$ cat src/rtl/rr_packet_arbiter.sv
// Round-robin packet arbiter: shares one downstream ready/valid channel among
// NUM_REQ upstream packet streams. The grant is held for a whole packet, then rotates.
module rr_packet_arbiter #(
  parameter  int NUM_REQ    = 4,
  parameter  int DATA_WIDTH = 8,
  localparam int ID_WIDTH   = $clog2(NUM_REQ)
) (
  input  logic                          clk,
  input  logic                          reset,
  input  logic [NUM_REQ-1:0]            in_valid,
  input  logic [NUM_REQ*DATA_WIDTH-1:0] in_data,
  input  logic [NUM_REQ-1:0]            in_last,
  output logic [NUM_REQ-1:0]            in_ready,
  output logic                          out_valid,
  output logic [DATA_WIDTH-1:0]         out_data,
  output logic                          out_last,
  input  logic                          out_ready,
  output logic [ID_WIDTH-1:0]           grant_id,
  output logic                          busy
);

  typedef enum logic {IDLE, BUSY} state_t;

  state_t              state, state_next;
  logic [ID_WIDTH-1:0] grant, grant_next;
  logic [ID_WIDTH-1:0] ptr, ptr_next;
  logic [ID_WIDTH-1:0] pick;
  logic                pick_found;
  logic                last_accept;

  // NOTE: state registers use non-blocking assignments so every flop samples
  // the pre-edge value of every other flop, independent of statement order.
  always_ff @(posedge clk or negedge reset) begin
    if (!reset) begin
      state <= IDLE;
      grant <= '0;
      ptr   <= '0;
    end else begin
      state <= state_next;
      grant <= grant_next;
      ptr   <= ptr_next;
    end
  end

  // Scan upward from ptr with an explicit wrap, so non-power-of-two counts work.
  always_comb begin
    int idx;
    idx        = 0;
    pick       = '0;
    pick_found = 1'b0;
    for (int k = 0; k < NUM_REQ; k++) begin
      idx = int'(ptr) + k;
      if (idx >= NUM_REQ) idx = idx - NUM_REQ;
      if (!pick_found && in_valid[idx]) begin
        pick       = ID_WIDTH'(idx);
        pick_found = 1'b1;
      end
    end
  end

  assign last_accept = (state == BUSY) && in_valid[grant] && in_last[grant] && out_ready;

  // NOTE: every variable assigned in a combinational block gets a default
  // first, so no path through the block leaves it unassigned (no latch).
  always_comb begin
    state_next = state;
    grant_next = grant;
    ptr_next   = ptr;
    case (state)
      IDLE: begin
        if (pick_found) begin
          grant_next = pick;
          state_next = BUSY;
        end
      end
      BUSY: begin
        if (last_accept) begin
          state_next = IDLE;
          ptr_next   = (grant == ID_WIDTH'(NUM_REQ - 1)) ? '0 : grant + ID_WIDTH'(1);
        end
      end
      default: state_next = IDLE;
    endcase
  end

  // Payload and ready pass straight through while a grant is held.
  always_comb begin
    in_ready  = '0;
    out_valid = 1'b0;
    out_data  = '0;
    out_last  = 1'b0;
    grant_id  = '0;
    busy      = 1'b0;
    if (state == BUSY) begin
      in_ready[grant] = out_ready;
      out_valid       = in_valid[grant];
      out_data        = in_data[int'(grant)*DATA_WIDTH +: DATA_WIDTH];
      out_last        = in_valid[grant] & in_last[grant];
      grant_id        = grant;
      busy            = 1'b1;
    end
  end

endmodule

$ cat config.mk
export PLATFORM = sky130hd
export DESIGN_NAME = rr_packet_arbiter
export DESIGN_NICKNAME = d
export VERILOG_FILES = /design/src/rtl/rr_packet_arbiter.sv
export SDC_FILE = /design/constraint.sdc
export NUM_CORES = 1
export LEC_CHECK = 0
export ABC_AREA = 1
export BUFFER_PORTS_ARGS = -buffer_cell sky130_fd_sc_hd__buf_4
export CAP_MARGIN = 0
export CORE_UTILIZATION = 46
export DETAILED_ROUTE_END_ITERATION = 10
export GPL_ROUTABILITY_DRIVEN = 0
export PLACE_DENSITY = 0.86
export SLEW_MARGIN = 20
export SYNTH_ARGS = -nofsm -noshare
export SYNTH_HDL_FRONTEND = slang
export SYNTH_SLANG_ARGS = --single-unit
$ cat constraint.sdc
create_clock -name clk -period 3.2 [get_ports clk]
set_clock_uncertainty 0.1 [all_clocks]
set_input_delay 0.48 -clock clk [delete_from_list [all_inputs] [get_ports clk]]
set_output_delay 0.48 -clock clk [all_outputs]
set_load 0.01 [all_outputs]
* Word level (Yosys, flattened, before mapping)
Index checks and enable logic that the tools add are counted.
** Cells by class
- Eq/ne operators :: 1
- Bitwise operators :: 3
- Reductions and logical operators :: 12
- Shift operators :: 1
- Add/subtract/negate cells :: 8
- Mux-type cells :: 40
- Order comparisons :: 10
** Operator list (count)
- < comparator 32 x 4 -> 1 bit (second input constant) :: 4
- two-way mux 32 bit :: 4
- variable part select 32 x 6 -> 8 bit :: 1
- two-way mux 1 bit :: 20
- binary-select mux 1 bit (select 2 bit) :: 6
- two-way mux 2 bit :: 6
- subtractor 3 x 3 -> 4 bit (second input constant) :: 3
- greater-or-equal comparator 3 bit (second input constant) :: 3
- two-way mux 8 bit :: 1
- logical AND 1 bit :: 7
- adder 2 x 2 -> 3 bit (second input constant) :: 2
- AND 4 bit :: 1
- two-way mux 4 bit :: 1
- AND reduction 2 bit :: 2
- subtractor 2 x 3 -> 4 bit (second input constant) :: 1
- adder 2 x 1 -> 3 bit (second input constant) :: 1
- greater-or-equal comparator 2 x 3 -> 1 bit (second input constant) :: 1
- logical NOT 1 bit :: 3
- < comparator 2 x 3 -> 1 bit (second input constant) :: 1
- adder 2 x 1 -> 2 bit (second input constant) :: 1
- demux 1 bit (select 2 bit) :: 1
- == test 2 bit (second input constant) :: 1
- greater-or-equal comparator 2 x 1 -> 1 bit (second input constant) :: 1
- case mux 1 bit (2 select lines) :: 1
- 2 further kinds :: 2
** Word-level totals
- Logic and storage cells :: 78
- Register bits :: 5

* Longest topological paths before layout
- Depth after elaboration :: 17
- Mapped depth :: 11

* Worst setup path before layout
No wires, ideal clock.
- Path kind :: register to output
- From :: reg grant[0]
- To :: out in_ready[2]
- Buffers on the path :: 2
- Arrival time :: 1.196 ns
- Setup slack :: 1.424 ns
- Required time :: 2.620 ns
- Cell stages (with the launch flop) :: 7
- Cells stage by stage :: dfrtp_1 > inv_2 > buf_2 > buf_2 > ha_1 > inv_1 > nor2_1
** On the way
- Longest elaborated chain between the ends :: 6
** RTL lines
- start: declaration :: RTL line 25 : logic [ID_WIDTH-1:0] grant, grant_next;
- start signal: assignment :: RTL line 40 : grant <= grant_next;
- < comparator 2 x 3 -> 1 bit (not written as such) or greater-or-equal comparator 2 x 1 -> 1 bit (tied branches) :: RTL line 95 : in_ready[grant] = out_ready;
- logical AND 1 bit (not written as such) :: RTL line 95
- two-way mux 1 bit (not written as such) :: RTL line 95
- demux 1 bit (select 2 bit) * :: RTL line 95
- AND 4 bit (no line) *
- two-way mux 4 bit * :: RTL line 94 : if (state == BUSY) begin
- end: declaration :: RTL line 13 : output logic [NUM_REQ-1:0] in_ready,
Mark *: on every way between the ends. The rest lies on a longest branch, timed or not.

* Final worst setup path
- From :: reg grant[1]
- To :: out out_last
** On the way
- Longest elaborated chain between the ends :: 4
** RTL lines
- binary-select mux 1 bit (select 2 bit) :: RTL line 98 : out_last = in_valid[grant] & in_last[grant];
- two-way mux 1 bit (not written as such) :: RTL line 98
- AND 1 bit * :: RTL line 98
- two-way mux 1 bit * :: RTL line 94
- end: declaration :: RTL line 16 : output logic out_last,
Mark *: on every way between the ends. The rest lies on a longest branch, timed or not. The select of a mux whose other input is x is not followed.

==> metrics.md <==
| Metric | Value |
|---|---|
| Maximum clock insertion buffer count | 2 |
| Die height | 47.3 um |
| Sequential-to-total area share from yosys stat | 13.3% |
| Area leader, netlist | nand2_1 |
| Critical path launch point type | flip-flop |
| Avg Cell Area, Syn | 5.30 sq um |
| Worst slew pin tran | 0.484 ns |
| Pin count of the biggest net entering global routing | 26 |
| CORE AREA | 1940 sq um |
| Dpl cell area | 1370 sq um |
| Setup TNS | 0 ns |
| Via/cell ratio | 5.00 |
| Overall Global Routing Usage | 26.9% |
| Cell row count | 16 |
| Status | finished, final reports clean |
| CTS tree | yes |
| Hold_ws | 0.483 ns |
| IO buf count | 59 |
| Final Max Tran Viols | 0 |
| RSZ-0062 raised after global routing | false |
| R2r startpoint | grant[1]$_DFFE_PN0P_ |
| DRC | 0 |
| Dominant cells by area after synthesis | nand2_1 (19%), nor2_1 (18%), dfrtp_1 (13%) |
| Max Fclk | 0.418 GHz |
| Total wire length | 2970 um |
| WL/cell | 11.3 um |
| Flop-to-flop setup slack | 1.38 ns |
| Die Area | 2240 sq um |
| Kind of end point of the critical path | output port |
| First-pass GRT wire length | 4270 um |
| Antenna viol nets, final | 0 |
| RR Endpoint | ptr[1]$_DFFE_PN0P_ |
| # setup viols final | 0 |
| Mapped Cells | 178 |
| H-tree levels | 1 |
| Post-synth top area share | 18.7% |
| Worst Path Max Fanout | 15 |
| Postcts setup bufs | 0 |
| Class of the worst hold path | input pin to asynchronous set/reset pin |
| Distinct cells, synth | 22 |
| Fin area | 1410 sq um |
| Synthesized flop and latch total | 5 |
| Reg2Reg Depth | 6 |
| VDD IR max | 0.550 mV |
| Iter 0 DRT Violations | 32 |
| N_diodes | 0 |
| Final #Nets | 283 |
| Max_slew headroom | 67.7% |
| CP arrival | 1.81 ns |
| Post-route minimum period | 2.39 ns |
| Mapped cell area | 943 sq um |
| Total of max-cap violations | 0 |
| HPWL Detailed | 2340 um |
| Initial antenna violation count | 0 |
| Pwr Density | 873 nW/um^2 |
| Lkg Pwr | 0.809 nW |
| Syn Nets | 225 |
| Pwr Total | 1.23 mW |
| Via count | 1,311 |
| Critical path class | flip-flop to output port |
| Clock root buffer | clkbuf_4 |
| Drt first pass iters | 4 |
| Clk sinks | 5 |
| Dpl cells | 257 |
| Synth warn | 0 |
| Num CTS Buffers | 3 |
| Required time worst endpoint | 2.62 ns |
| Area delta synth->final | 49.3% |
| Skew-Pair Late Insertion Delay | 0.25 ns |
| Share of layout cells above drive strength 1 | 33.6% |
| Boundary pin count | 60 |
| Post-Layout Cell Count | 262 |
| DIE WIDTH | 47.3 um |
| Clk slew on worst S/H paths | 0.05 ns |
| Gr ovfl total | 0 |
| Initial Util | 48.6% |
| Final worst path period share | 74.7% |
| Vias in the first global route | 1,094 |
| Final Hold Vio Count | 0 |
synth_stat cells (all sizes together):
cell type and count:
nand2 53, ha 4, and2 1, inv 18, a21oi 11, nor2 45, o21ai 21, buf 7
dfrtp 5, o21a 1, nand3 8, clkbuf 1, nand4 3
placed cells by master, fill, tap and decap left out, types with 2 or more instances in the layout:
cell / instances
buf_4: 60
clkbuf_4: 3
o21ai_0: 17
ha_1: 4
inv_1: 13
nand2_1: 47
nor2_1: 44
inv_2: 5
nand2_2: 5
dfrtp_1: 5
a21oi_1: 11
nand3_1: 6
nand3_2: 2
nand4_1: 2
o21ai_1: 4
critical path, stage by stage (launching register included):
cell	delay [ns]
dfrtp_1	0.64
inv_2	0.21
a21oi_1	0.17
o21ai_1	0.11
nand2_1	0.12
nand2_1	0.06
nor2_1	0.11
buf_4	0.14
sequential cells by signal, indices dropped and copies added (netlist names):
name,flops
grant,2
ptr,2
state,1
repair_timing:
action                                 in CTS  in global routing
setup endpoints to repair                   0                  0
resized for setup                           0                  0
endpoints found under the hold margin       5                  0
hold buffers                                1                  0
kinds of logic after synthesis:
kind of cell             after synthesis  share of synthesized area, %
buffers and inverters                 26                          13.1
flip-flops                             5                          13.3
AO/OA/AOI/OAI                         33                          17.8
AND/OR/NAND/NOR                      110                          50.5
adder cells (fa/ha/maj)                4                          5.31
report_power, final:
part           switching [mW]  total, mW  internal [mW]
sequential             0.0724      0.165         0.0922
combinational           0.577      0.989          0.412
clock                  0.0311     0.0766         0.0455
total                   0.680       1.23          0.550
area by class of cell:
| type | instances | area, sq um |
|---|---|---|
| Clock buffer | 3 | 22.5 |
| Multi-Input combinational cell | 147 | 694 |
| Timing Repair Buffer | 61 | 460 |
| Clock inverter | 1 | 5.00 |
| Tap cell | 27 | 33.8 |
| Inverter | 18 | 67.6 |
| Fill cell | 169 | 533 |
| Sequential cell | 5 | 125 |
metal layers:
| layer | share of wire, % | global-route usage (%) | wire (um) |
|---|---|---|---|
| met2 | 54 | 51.2 | 1610 |
| met4 | 1.0 | 12.6 | 30 |
| met5 | 0 | 0 | 0 |
| met1 | 40 | 28.9 | 1200 |
| met3 | 4.5 | 3.08 | 132 |
per-stage QoR:
| stage | utilization, % | setup slack, ns |
|---|---|---|
| floorplan | - | 1.42 |
| global placement | 70.6 | 1.20 |
| detailed placement | 70.6 | 1.09 |
| CTS | 72.6 | 0.808 |
| global route | 72.6 | 0.684 |
| finish | 72.6 | 0.808 |
worst max path at each step:
stage | startpoint | end | cells past startpoint
final | grant[1]$_DFFE_PN0P_ | out_last | 7
after global routing | grant[1]$_DFFE_PN0P_ | out_last | 7
after CTS | grant[1]$_DFFE_PN0P_ | out_last | 7
after detailed placement | grant[1]$_DFFE_PN0P_ | out_last | 7
after global placement | grant[1]$_DFFE_PN0P_ | out_last | 7
after floorplan | grant[0]$_DFFE_PN0P_ | in_ready[2] | 6
Note: power is estimated with default switching activity, not from simulation.
